### config.mk
export PLATFORM = sky130hd
export DESIGN_NAME = alu_result_fifo
export DESIGN_NICKNAME = d
export VERILOG_FILES = /design/src/rtl/alu_result_fifo.sv
export SDC_FILE = /design/constraint.sdc
export NUM_CORES = 1
export LEC_CHECK = 0
export BUFFER_PORTS_ARGS = -buffer_cell sky130_fd_sc_hd__buf_4
export CORE_MARGIN = 4
export CORE_UTILIZATION = 42
export DETAILED_ROUTE_END_ITERATION = 6
export PLACE_DENSITY = 0.66
export SLEW_MARGIN = 20
export SYNTH_ARGS = -nofsm -noshare
export SYNTH_HDL_FRONTEND = slang
export SYNTH_SLANG_ARGS = --single-unit
### constraint.sdc
create_clock -name clk -period 5.3 [get_ports clk]
set_input_delay 0.265 -clock clk [delete_from_list [all_inputs] [get_ports clk]]
set_output_delay 0.265 -clock clk [all_outputs]
set_load 0.01 [all_outputs]
### src/rtl/alu_result_fifo.sv
// Result queue for ALU outputs: tags each pushed result with status flags
// and returns entries strictly in order. Head fields read as zero when empty.
module alu_result_fifo #(
    parameter int unsigned DEPTH = 4
) (
    input  logic                       clk,
    input  logic                       rst,
    input  logic                       in_valid,
    output logic                       in_ready,
    input  logic [2:0]                 in_opcode,
    input  logic [3:0]                 in_a,
    input  logic [3:0]                 in_b,
    input  logic [7:0]                 in_result,
    output logic                       out_valid,
    input  logic                       out_ready,
    output logic [7:0]                 out_result,
    output logic [2:0]                 out_opcode,
    output logic [3:0]                 out_flags,
    output logic [$clog2(DEPTH):0]     count
);

    localparam int unsigned AW = $clog2(DEPTH);
    localparam int unsigned CW = AW + 1;
    localparam int unsigned EW = 15;
    localparam logic [CW-1:0] FULL = CW'(DEPTH);

    localparam logic [2:0] OP_ADDC = 3'b100;
    localparam logic [2:0] OP_CMP  = 3'b101;
    localparam logic [2:0] OP_MUL  = 3'b110;
    localparam logic [2:0] OP_DIV  = 3'b111;

    logic [EW-1:0] mem_q [DEPTH];
    logic [AW-1:0] wptr_q, wptr_d;
    logic [AW-1:0] rptr_q, rptr_d;
    logic [CW-1:0] count_q, count_d;

    logic          push, pop;
    logic [3:0]    flags;
    logic [EW-1:0] head;

    // Flags are {OVF, DZ, C, Z}, captured alongside the result at push time.
    always_comb begin
        flags    = 4'b0000;
        flags[0] = (in_result == 8'h00);
        unique case (in_opcode)
            OP_ADDC: flags[1] = in_result[4];
            OP_CMP:  flags[1] = (in_a < in_b);
            default: flags[1] = 1'b0;
        endcase
        flags[2] = (in_opcode == OP_DIV) && (in_b == 4'h0);
        flags[3] = (in_opcode == OP_MUL) && (in_result[7:4] != 4'h0);
    end

    assign in_ready  = (count_q != FULL);
    assign out_valid = (count_q != '0);
    assign push      = in_valid && in_ready;
    assign pop       = out_valid && out_ready;

    always_comb begin
        wptr_d  = wptr_q;
        rptr_d  = rptr_q;
        count_d = count_q;
        if (push) begin
            wptr_d = wptr_q + 1'b1;
        end
        if (pop) begin
            rptr_d = rptr_q + 1'b1;
        end
        if (push && !pop) begin
            count_d = count_q + 1'b1;
        end else if (pop && !push) begin
            count_d = count_q - 1'b1;
        end
    end

    always_ff @(posedge clk) begin
        if (rst) begin
            wptr_q  <= '0;
            rptr_q  <= '0;
            count_q <= '0;
        end else begin
            wptr_q  <= wptr_d;
            rptr_q  <= rptr_d;
            count_q <= count_d;
        end
    end

    // Storage is not reset; the pointers alone define which entries are live.
    always_ff @(posedge clk) begin
        if (!rst && push) begin
            mem_q[wptr_q] <= {in_result, in_opcode, flags};
        end
    end

    assign head       = mem_q[rptr_q];
    assign out_result = out_valid ? head[14:7] : 8'h00;
    assign out_opcode = out_valid ? head[6:4]  : 3'b000;
    assign out_flags  = out_valid ? head[3:0]  : 4'b0000;
    assign count      = count_q;

endmodule

* After elaboration in Yosys (flattened, before gate mapping)
Memories as Yosys holds them, arrays and structs flattened. A register that Yosys moved wholly into a read port is not among the register bits.
Index checks and enable logic that the tools add are counted.
** Operators by class
- $add $sub $neg :: 4
- Order comparisons :: 1
- Eq/ne operators :: 5
- Muxes and demuxes :: 10
- Reduce and logical (&&, ||, !) cells :: 15
** Operators by type and width (count)
- 3-bit equality test (second input constant) :: 4
- 3-bit two-way mux :: 3
- 8-bit zero test :: 1
- 8-bit two-way mux :: 1
- 1-bit logical AND :: 7
- 2-bit by 1-bit adder with 2-bit output (second input constant) :: 2
- 4-bit zero test :: 1
- 4-bit < comparator :: 1
- 2-bit two-way mux :: 2
- 4-bit two-way mux :: 1
- 4-bit nonzero test :: 1
- 3-bit by 1-bit adder with 3-bit output (second input constant) :: 1
- 1-bit zero test :: 3
- 3-bit inequality test (second input constant) :: 1
- 3-bit nonzero test :: 1
- 3-bit by 1-bit subtractor with 3-bit output (second input constant) :: 1
- 1-bit two-way mux :: 2
- 1-bit one-hot mux with 2 select lines :: 1
- 2-bit nonzero test :: 1
** Word-level totals
- Register bits after elaboration :: 7
- Memory bits (writable) :: 60
- Bits of input ports :: 23
- Output and inout port bits :: 20
- Logic and storage cells :: 39
- Memories kept :: 1
** Memory list
- mem_q :: depth 4, bits a word 15, read ports 1, clocked after memory_dff 1, wr ports 1, line 32 : logic [EW-1:0] mem_q [DEPTH];

* Depth between registers and ports, before layout
Gate-level depths: netlist of run 1.
- Depth after elaboration :: 6
- Depth in mapped cells :: 9
- Gate-level depth less buffers :: 9

* Worst setup path after synthesis of run 1
OpenSTA, ideal clock, no wires.
- Path type :: register to register
- Start point :: reg count_q[0], in the netlist count[0]
- End point :: mem mem_q[0][0], enable pin
- Setup time :: 409 ps
- Arrival time :: 2011 ps
- Required time :: 4891 ps
- Path slack :: 2880 ps
- Stages on the path, launching flop included :: 4
- Buffers on the path :: 0
- Clock period less this slack :: 2420 ps
- Path through :: dfxtp_1 -> or3b_1 -> nand2_2 -> nor3b_1
** On the way
- Word-level cells in the longest chain between the ends :: 5
** Ends and longest elaborated chain
- start, declared :: line 35 : logic [CW-1:0] count_q, count_d;
- start signal, assigned :: line 84 : count_q <= count_d;
- 3-bit inequality test :: line 54 : assign in_ready = (count_q != FULL);
- named net in_ready :: line 9 : output logic in_ready,
- 1-bit logical AND :: line 56 : assign push = in_valid && in_ready;
- 1-bit logical AND :: line 90 : if (!rst && push) begin
- 1-bit two-way mux :: line 90
- 1-bit two-way mux (not written as such) :: line 91 : mem_q[wptr_q] <= {in_result, in_opcode, flags};
- end, declared :: line 32
The timed path passes the listed nets, and every way through them passes these cells.

* Worst setup path after layout of run 1
- Start point :: reg count_q[0], in the netlist count[0]
- End point :: reg count_q[2], in the netlist count[2]
** On the way
- Word-level cells in the longest chain between the ends :: 5
- Elaborated cells between the ends (all ways) :: 13
- Classes of those cells :: 2 x add/sub; 1 x eq/ne; 2 x mux; 8 x reduce/logical
** Ends and longest elaborated chain
- 3-bit inequality test (*) :: line 54
- 1-bit logical AND (*) :: line 56
- named net push :: line 37 : logic push, pop;
- 1-bit zero test :: line 71 : end else if (pop && !push) begin
- 1-bit logical AND :: line 71
- 2-bit nonzero test (no line)
Mark *: on every way through the listed nets, which the timed path passes. The rest lies on a longest branch. The select of a mux whose other input is x is not followed.
A chain may end at the register's enable or synchronous reset.

==> impl_metrics.toml, run 1 <==
[worst_setup_path]
critical_path_buf_inv_count = 2
cp.arrival_ps = 2590
end_kind = "flop"
critPathMaxStageDelay_ps = 470
path_cells = "or3b_1 -> nand2_2 -> inv_2 -> ha_1 -> inv_1 -> fa_1 -> xor2_1 -> or3_2 -> a21oi_1"
worstPathMaxFanout = 6
reg2reg_to = "count[2]$_SDFFE_PP0P_"
r2r_slack_ps = 2980
critPathSlowestCell = "dfxtp_1"
crit_path_start = "count[0]$_SDFFE_PP0P_"
required_ps = 5570
critPathTopFamily = "simple AND/OR/NAND/NOR gates"
r2r-start = "count[0]$_SDFFE_PP0P_"
worstRegToRegCells = 9
crit_path_start_kind = "flop"
crit_type = "flop to flop"

[cts]
clkTransAtPathRegs_ps = 70
cts_root_buf = "clkbuf_8"
holdBufCountCts = 0
cts-htree-levels = 3
cts_tree = "done"
clockBufferDepth = 2
worstSkewPairLatency_ps = 340
cts_buffers = 9
post_cts_buffers = 0
clock-sinks = 69
cts_resized = 0

[route]
wl_mm = 5.049
drt.antenna.violating_nets = 0
vias = 1556
first_iter_violations = 88
drtPass1Iterations = 4
drc = 0
wl_per_cell_um = 16.89
avgViaCountPerCell = 5.204

[yosys]
synth-compound-area-share_pct = 1.564
seq_area_frac_synth_pct = 68.81
synth_xor_area_share_pct = 0.9123
yosys.cell_types.count = 34
syn_area_mm2 = 0.002880
synthAdderAreaFrac_pct = 4.170
synthMuxAreaShare_pct = 12.95
synth_top_family_by_area = "multiplexers"
ys_ff_latch = 69
synth_simple_gate_area_share_pct = 9.557
synth_nets = 196
netlist_instances = 164
avgSynthCellArea_um2 = 17.56
yosysWarnings = 0

[timing]
rsz0062_at_grt = "false"
setup_viol = 0
final-hold-violation-count = 0
slew-limit-headroom_pct = 48.31
finalSetupTns_ps = 0
maxSlewViolCount = 0
post-route-period-util_pct = 43.79
finalClockSkew_ps = 7.667
worst_slew_pin_slew_ps = 774.2
fmax_mhz = 430.9
post-route-min-period_ps = 2321

[global_routing]
grt-ovfl-total = 0
grt_usage_pct = 13.32
grt_pass1_wl_mm = 8.273
grt_start_max_net_pins = 19
grt_pass1_vias = 1593
antenna_found_initial = 0

[floorplan]
initial_utilization_pct = 44.35
die-area_mm2 = 0.008246
num_rows = 29
die_h_um = 90.81
core-area_mm2 = 0.006495
dieWidth_um = 90.81
io_pins = 43

[layout]
fin_area_mm2 = 0.003530
antenna_cells = 0
drive_gt1_share_pct = 40.54
nNetsFinal = 249
syn_to_final_growth_pct = 22.55

[hold_path]
worstHoldStart = "in_result[6]"
hold_path_class = "input port to flop"
hold_end = "mem_q[1][13]$_DFFE_PP_"
hold_depth = 1

[run]
maxCapViolCount = 0

[place]
place_congestion = 0.6979
dp.final_hpwl_mm = 3.263
numPortBuffers = 42
dpl-instance-area_mm2 = 0.003321

[power]
power.leakage_nw = 1.276
p_per_area_mw_per_mm2 = 466.5
ir_worst_vdd_mv = 0.2055
power_mw = 1.647

[run_status]
status = "finished clean"
-- cells in the final DEF, fill, tap and decap left out, types with 2 or more instances in the layout --
| master | instances |
|---|---|
| clkbuf_8 | 10 |
| nor3b_2 | 4 |
| edfxtp_1 | 60 |
| nand2_1 | 3 |
| nor2_1 | 7 |
| inv_1 | 7 |
| nand2b_1 | 2 |
| dfxtp_1 | 8 |
| inv_6 | 2 |
| clkinvlp_4 | 3 |
| buf_4 | 47 |
| mux4_2 | 15 |
| ha_1 | 8 |
| nor2b_1 | 15 |
| a21oi_1 | 2 |
| nor4bb_1 | 2 |
| o21ai_0 | 2 |
| nor3_1 | 2 |
| nor4_1 | 2 |
| xor2_1 | 3 |
| mux2i_1 | 2 |
-- registers in the layout (all words and copies together) (netlist names), named ones only --
| name | cells |
|---|---|
| mem_q | 60 |
| count | 3 |
| rptr_q | 2 |
| wptr_q | 2 |
-- cell families after synthesis --
kind of cell / after synthesis
mux: 18
flops: 69
buf+inv: 13
fa+ha+maj: 9
compound gates: 7
xor+xnor: 3
simple gates: 45
-- final cells by class --
type / count / area, um^2
clock buffers: 10 / 137.6
clock inverters: 6 / 70.07
well taps: 77 / 96.34
multi-input cells: 82 / 859.6
inverters: 8 / 30.03
repair buffers: 47 / 352.8
flip-flops and latches: 69 / 1983
fillers: 544 / 2965
-- power by group --
group          switching (mW)  internal, mW  leakage (nW)  total [mW]
Sequential             0.0658         0.640         0.628       0.706
Combinational           0.227         0.283         0.552       0.510
Clock                   0.198         0.233        0.0955       0.431
-- cells in the mapped netlist, drive strengths merged --
library cell  instances  area, um^2
a21oi                 2       10.01
a31o                  1       8.760
and2                  1       6.260
buf                   3       21.27
clkbuf                2       7.510
dfxtp                 9       180.2
edfxtp               60        1802
fa                    1       20.02
ha                    8       100.1
inv                   8       30.03
mux2                  1       15.01
mux2i                 2       20.02
mux4                 15       337.8
nand2                 4       17.52
nand2b                2       12.51
nand3                 1       5.000
nor2                  7       26.28
nor2b                15       93.84
nor3                  3       20.02
nor3b                 4       30.03
nor4                  2       12.51
nor4bb                2       20.02
o2111ai               1       8.760
o21ai                 2       10.01
o31ai                 1       7.510
or3                   2       13.77
or3b                  2       17.52
xor2                  3       26.28
-- through the flow --
step,hold WS [ps],setup WS [ps],utilization [%],std cells
2_1_floorplan,363.9,2880,-,164
3_3_place_gp,473.8,3017,51.13,283
3_5_place_dp,484.9,2986,51.13,283
4_1_cts,121.2,2679,54.32,299
5_1_grt,108.8,2799,54.34,299
6_report,136.1,2979,54.34,299
-- per-layer routing --
metal / track usage, % / vias up / part of all wire [%] / wire length, um
met5: 0 / - / 0 / 0
met2: 21.56 / 36 / 51 / 2576
met4: 3.769 / 0 / 0.83 / 42
met3: 5.583 / 4 / 5.3 / 269
li1: - / 736 / - / -
met1: 16.43 / 780 / 43 / 2162
-- worst max path at each step --
stage / end / slack [ps] / cells past startpoint
finish: count[2]$_SDFFE_PP0P_ / 2980 / 9
CTS: out_opcode[0] / 2680 / 3
global placement: count[2]$_SDFFE_PP0P_ / 3020 / 9
floorplan: mem_q[0][0]$_DFFE_PP_ / 2880 / 3
global route: count[2]$_SDFFE_PP0P_ / 2800 / 9
detailed placement: count[2]$_SDFFE_PP0P_ / 2990 / 9
Note: power is estimated with default switching activity, not from simulation.
==> run 2, diff against run 1 <==
- PLACE_DENSITY: 0.66 -> 0.68
- clock period: 5.3 -> 2.1 ns (I/O delays scaled with it)
==> impl_metrics.toml, run 2 (synthesized netlist as in run 1, its figures left out) <==
[run_status]
status = "finished clean"

[hold_path]
hold_end = "count[2]$_SDFFE_PP0P_"
worstHoldStart = "rst"
hold_depth = 2
hold_path_class = "input port to flop"

[layout]
layout_commonest_cell = "edfxtp_1"
final_util_pct = 57.81
largest_reg_flops = 60
nNetsFinal = 269
regMostFlops = "mem_q"
antenna_cells = 0
final_cell_mix = "edfxtp_1 (60), buf_4 (56), mux4_2 (15), nor2b_1 (15), dlygate4sd3_1 (11)"
drive_gt1_share_pct = 42.98
syn_to_final_growth_pct = 30.36
fin_area_mm2 = 0.003755

[floorplan]
die-area_mm2 = 0.008246
io_pins = 43
dieWidth_um = 90.81
die_h_um = 90.81
initial_utilization_pct = 44.35
num_rows = 29
core-area_mm2 = 0.006495

[worst_setup_path]
end_kind = "flop"
critPathSlowestCell = "dfxtp_4"
path_cells = "or3b_4 -> nand2_2 -> inv_2 -> ha_4 -> inv_1 -> fa_2 -> xor2_2 -> or3_4 -> a21oi_2"
required_ps = 2370
r2r-start = "count[2]$_SDFFE_PP0P_"
r2r_slack_ps = 160
crit_type = "flop to flop"
reg2reg_to = "count[2]$_SDFFE_PP0P_"
worstRegToRegCells = 9
crit_path_start = "count[2]$_SDFFE_PP0P_"
critPathMaxStageDelay_ps = 360
crit_path_start_kind = "flop"
cp.arrival_ps = 2200
worstPathMaxFanout = 6

[global_routing]
grt_start_max_net_pins = 19
antenna_found_initial = 0
grt_pass1_vias = 1653
grt_pass1_wl_mm = 8.252
grt_usage_pct = 13.30
grt-ovfl-total = 0

[cts]
cts_buffers = 9
cts_tree = "done"
clockBufferDepth = 2
cts-htree-levels = 3
worstSkewPairLatency_ps = 340
cts_root_buf = "clkbuf_8"
clkTransAtPathRegs_ps = 70
clock-sinks = 69

[route]
vias = 1631
drtPass1Iterations = 4
drt.antenna.violating_nets = 0
wl_mm = 5.089
wl_per_cell_um = 15.95
drc = 0
avgViaCountPerCell = 5.113
first_iter_violations = 73

[timing]
setup_viol = 0
worst_slew_pin_slew_ps = 441.8
setup_slack_ps = 164.4
slew-limit-headroom_pct = 70.32
maxSlewViolCount = 0
rsz0062_at_grt = "false"
final-hold-violation-count = 0
fmax_mhz = 516.6
finalClockSkew_ps = 8.739
post-route-min-period_ps = 1936
post-route-period-util_pct = 92.17

[place]
numPortBuffers = 42
dp_slack_ps = -18.34
dp.final_hpwl_mm = 3.472
dpl-instance-area_mm2 = 0.003387
place_congestion = 0.7372

[run]
maxCapViolCount = 0

[power]
p_per_area_mw_per_mm2 = 1171
power_mw = 4.396
power.leakage_nw = 1.381
ir_worst_vdd_mv = 0.4992
run 2: cell types whose count changed in the layout (fill, tap and decap cells not counted), moves of 2 or more:
cell,previous run,this run
dfxtp_1,8,6
dlygate4sd3_1,0,11
clkinvlp_4,3,0
buf_4,47,56
clkinv_1,0,3
run 2: where the power goes:
| group | internal (mW) | total, mW | switching, mW |
|---|---|---|---|
| clock network | 0.662 | 1.14 | 0.477 |
| logic | 0.848 | 1.57 | 0.724 |
| registers | 1.62 | 1.69 | 0.0622 |
run 2: timing repair:
item,in CTS,in global routing
pin swaps,0,3
setup buffers,0,1
hold buffers,11,0
endpoints found under the hold margin,44,0
setup endpoints to repair,1,1
resized for setup,4,4
run 2: worst max path at each step:
stage / to / slack, ps / depth (start not counted)
global route: count[2]$_SDFFE_PP0P_ / 90 / 9
global placement: count[2]$_SDFFE_PP0P_ / 30 / 7
finish: count[2]$_SDFFE_PP0P_ / 160 / 9
detailed placement: count[2]$_SDFFE_PP0P_ / -20 / 7
CTS: count[2]$_SDFFE_PP0P_ / 30 / 9
floorplan: mem_q[0][0]$_DFFE_PP_ / -180 / 3
run 2: area by class of cell:
type | instances | area, um^2
Fill cell | 526 | 2740
Multi-Input combinational cell | 82 | 897.1
Inverter | 8 | 30.03
Clock buffer | 9 | 123.9
Clock inverter | 7 | 88.84
Tap cell | 77 | 96.34
Timing Repair Buffer | 67 | 530.5
Sequential cell | 69 | 1988
run 2: per-stage QoR:
step	TNS (ps)	hold WS, ps	instances
after floorplan	-10480	203.9	164
after global placement	0	321.5	291
after detailed placement	-18.34	324.8	291
after CTS	0	37.05	318
after global routing	0	35.44	319
final	0	33.81	319
run 2: worst max-delay path: cells and delay by family (launching register included):
kind	cells	cell delay (ps)
simple gates	3	620
flops	1	360
xor+xnor	1	150
buf+inv	2	120
compound gates	1	110
fa+ha+maj	2	490
run 2: routing by layer:
layer  global-route usage [%]  part of all wire, %  up-vias
li1                         -                    -      779
met1                    16.21                   42      806
met2                    21.56                   51       39
met3                    3.083                  4.9        7
met4                    7.915                  1.9        0
met5                        0                    0        -
==> run 3, diff against run 2 <==
- CTS_CLUSTER_DIAMETER: unset -> 60
- PLACE_DENSITY: 0.68 -> 0.66
- clock period: 2.1 -> 2.39 ns (I/O delays scaled with it)
==> impl_metrics.toml, run 3 (synthesized netlist as in run 1, its figures left out) <==
[worst_setup_path]
worstRegToRegCells = 9
worstPathMaxFanout = 6
critPathMaxStageDelay_ps = 440
r2r_slack_ps = 140
crit_path_start_kind = "flop"
r2r-start = "count[2]$_SDFFE_PP0P_"
critPathSlowestCell = "dfxtp_1"
path_cells = "or3b_1 -> nand2_2 -> inv_2 -> ha_1 -> inv_1 -> fa_1 -> xor2_1 -> or3_2 -> a21oi_1"
end_kind = "flop"
reg2reg_to = "count[2]$_SDFFE_PP0P_"
required_ps = 2650
cp.arrival_ps = 2510
crit_type = "flop to flop"

[cts]
cts-htree-levels = 3
worstSkewPairLatency_ps = 330
clock-sinks = 69
cts_root_buf = "clkbuf_8"
cts_buffers = 9
clkTransAtPathRegs_ps = 70
clockBufferDepth = 2
post_cts_buffers = 0
cts_tree = "done"

[hold_path]
worstHoldStart = "in_result[0]"
hold_path_class = "input port to flop"
hold_depth = 1
hold_end = "mem_q[0][7]$_DFFE_PP_"

[layout]
layout_commonest_cell = "edfxtp_1"
largest_reg_flops = 60
final_cells = 308
antenna_cells = 0
drive_gt1_share_pct = 40.69
nNetsFinal = 258
regMostFlops = "mem_q"
syn_to_final_growth_pct = 24.98
final_cell_mix = "edfxtp_1 (60), buf_4 (50), mux4_2 (15), nor2b_1 (15), clkbuf_8 (9)"

[global_routing]
grt_start_max_net_pins = 19
grt_pass1_vias = 1550
antenna_found_initial = 0
grt-ovfl-total = 0
grt_usage_pct = 12.76
grt_pass1_wl_mm = 8.031

[timing]
worst_slew_pin_slew_ps = 521.1
fmax_mhz = 444.3
setup_slack_ps = 139.1
finalClockSkew_ps = 7.613
final-hold-violation-count = 0
setup_viol = 0
rsz0062_at_grt = "false"
post-route-min-period_ps = 2251
maxSlewViolCount = 0
slew-limit-headroom_pct = 64.94
post-route-period-util_pct = 94.18
finalSetupTns_ps = 0
fin_hold_ws_ps = 9.863

[floorplan]
die-area_mm2 = 0.008246
core-area_mm2 = 0.006495
initial_utilization_pct = 44.35
io_pins = 43
die_h_um = 90.81
dieWidth_um = 90.81
num_rows = 29

[place]
dp.cells = 286
dp.final_hpwl_mm = 3.276
numPortBuffers = 42
place_congestion = 0.7053
dp_slack_ps = 117.7

[run_status]
status = "finished clean"

[route]
avgViaCountPerCell = 5.130
wl_mm = 5.008
drc = 0
first_iter_violations = 69
drt.antenna.violating_nets = 0
wl_per_cell_um = 16.26
drtPass1Iterations = 5
vias = 1580

[power]
power.leakage_nw = 1.319
ir_worst_vdd_mv = 0.4308
p_per_area_mw_per_mm2 = 1008
power_mw = 3.629

[run]
maxCapViolCount = 0
[run 3: area by class of cell]
type / count / area [um^2]
multi-input combinational: 82 / 864.6
sequential: 69 / 1983
fill: 498 / 2895
tap: 77 / 96.34
inverter: 8 / 30.03
clock inverter: 7 / 66.31
clock buffer: 9 / 123.9
timing repair buffer: 56 / 435.4
[run 3: how the worst max path moves through the flow]
stage	from	to	slack, ps	cells after the start
finish	count[2]$_SDFFE_PP0P_	count[2]$_SDFFE_PP0P_	140	9
global route	count[2]$_SDFFE_PP0P_	count[2]$_SDFFE_PP0P_	40	9
CTS	count[1]$_SDFFE_PP0P_	count[2]$_SDFFE_PP0P_	90	9
detailed placement	count[1]$_SDFFE_PP0P_	count[2]$_SDFFE_PP0P_	120	7
global placement	count[1]$_SDFFE_PP0P_	count[2]$_SDFFE_PP0P_	180	7
floorplan	count[0]$_SDFFE_PP0P_	mem_q[0][0]$_DFFE_PP_	-30	3
[run 3: per-stage QoR]
step | area, um^2 | utilization (%)
after global routing | 3600 | 55.42
after global placement | 3343 | 51.47
after floorplan | 2880 | -
after CTS | 3593 | 55.33
after detailed placement | 3343 | 51.47
final | 3600 | 55.42
[run 3: worst max-delay path: cells and delay by family, from the launching register on]
kind | cells | cell delay, ps
xor gates and xnor gates | 1 | 70
DFF | 1 | 440
buffers and inverters | 2 | 150
and+or+nand+nor | 3 | 980
AOI/OAI and AO/OA | 1 | 150
adders and majority gates | 2 | 390
[run 3: where the power goes]
| part | leakage [nW] | switching (mW) | internal [mW] | total (mW) |
|---|---|---|---|---|
| sequential | 0.628 | 0.0635 | 1.42 | 1.48 |
| clock | 0.0987 | 0.415 | 0.476 | 0.890 |
| combinational | 0.593 | 0.598 | 0.658 | 1.26 |
[run 3: layer usage]
metal | vias up | part of all wire [%] | global-route usage, % | wire length, um
met5 | - | 0 | 0 | 0
met1 | 786 | 45 | 16.51 | 2278
met2 | 32 | 49 | 20.38 | 2469
met3 | 5 | 3.7 | 3.167 | 187
li1 | 757 | - | - | -
met4 | 0 | 1.4 | 5.653 | 72
[run 3: what timing repair did]
item,in CTS,in global routing
gates resized for setup,0,2
hold buffers,6,0
hold endpoints to repair,24,0
setup endpoints to repair,0,1
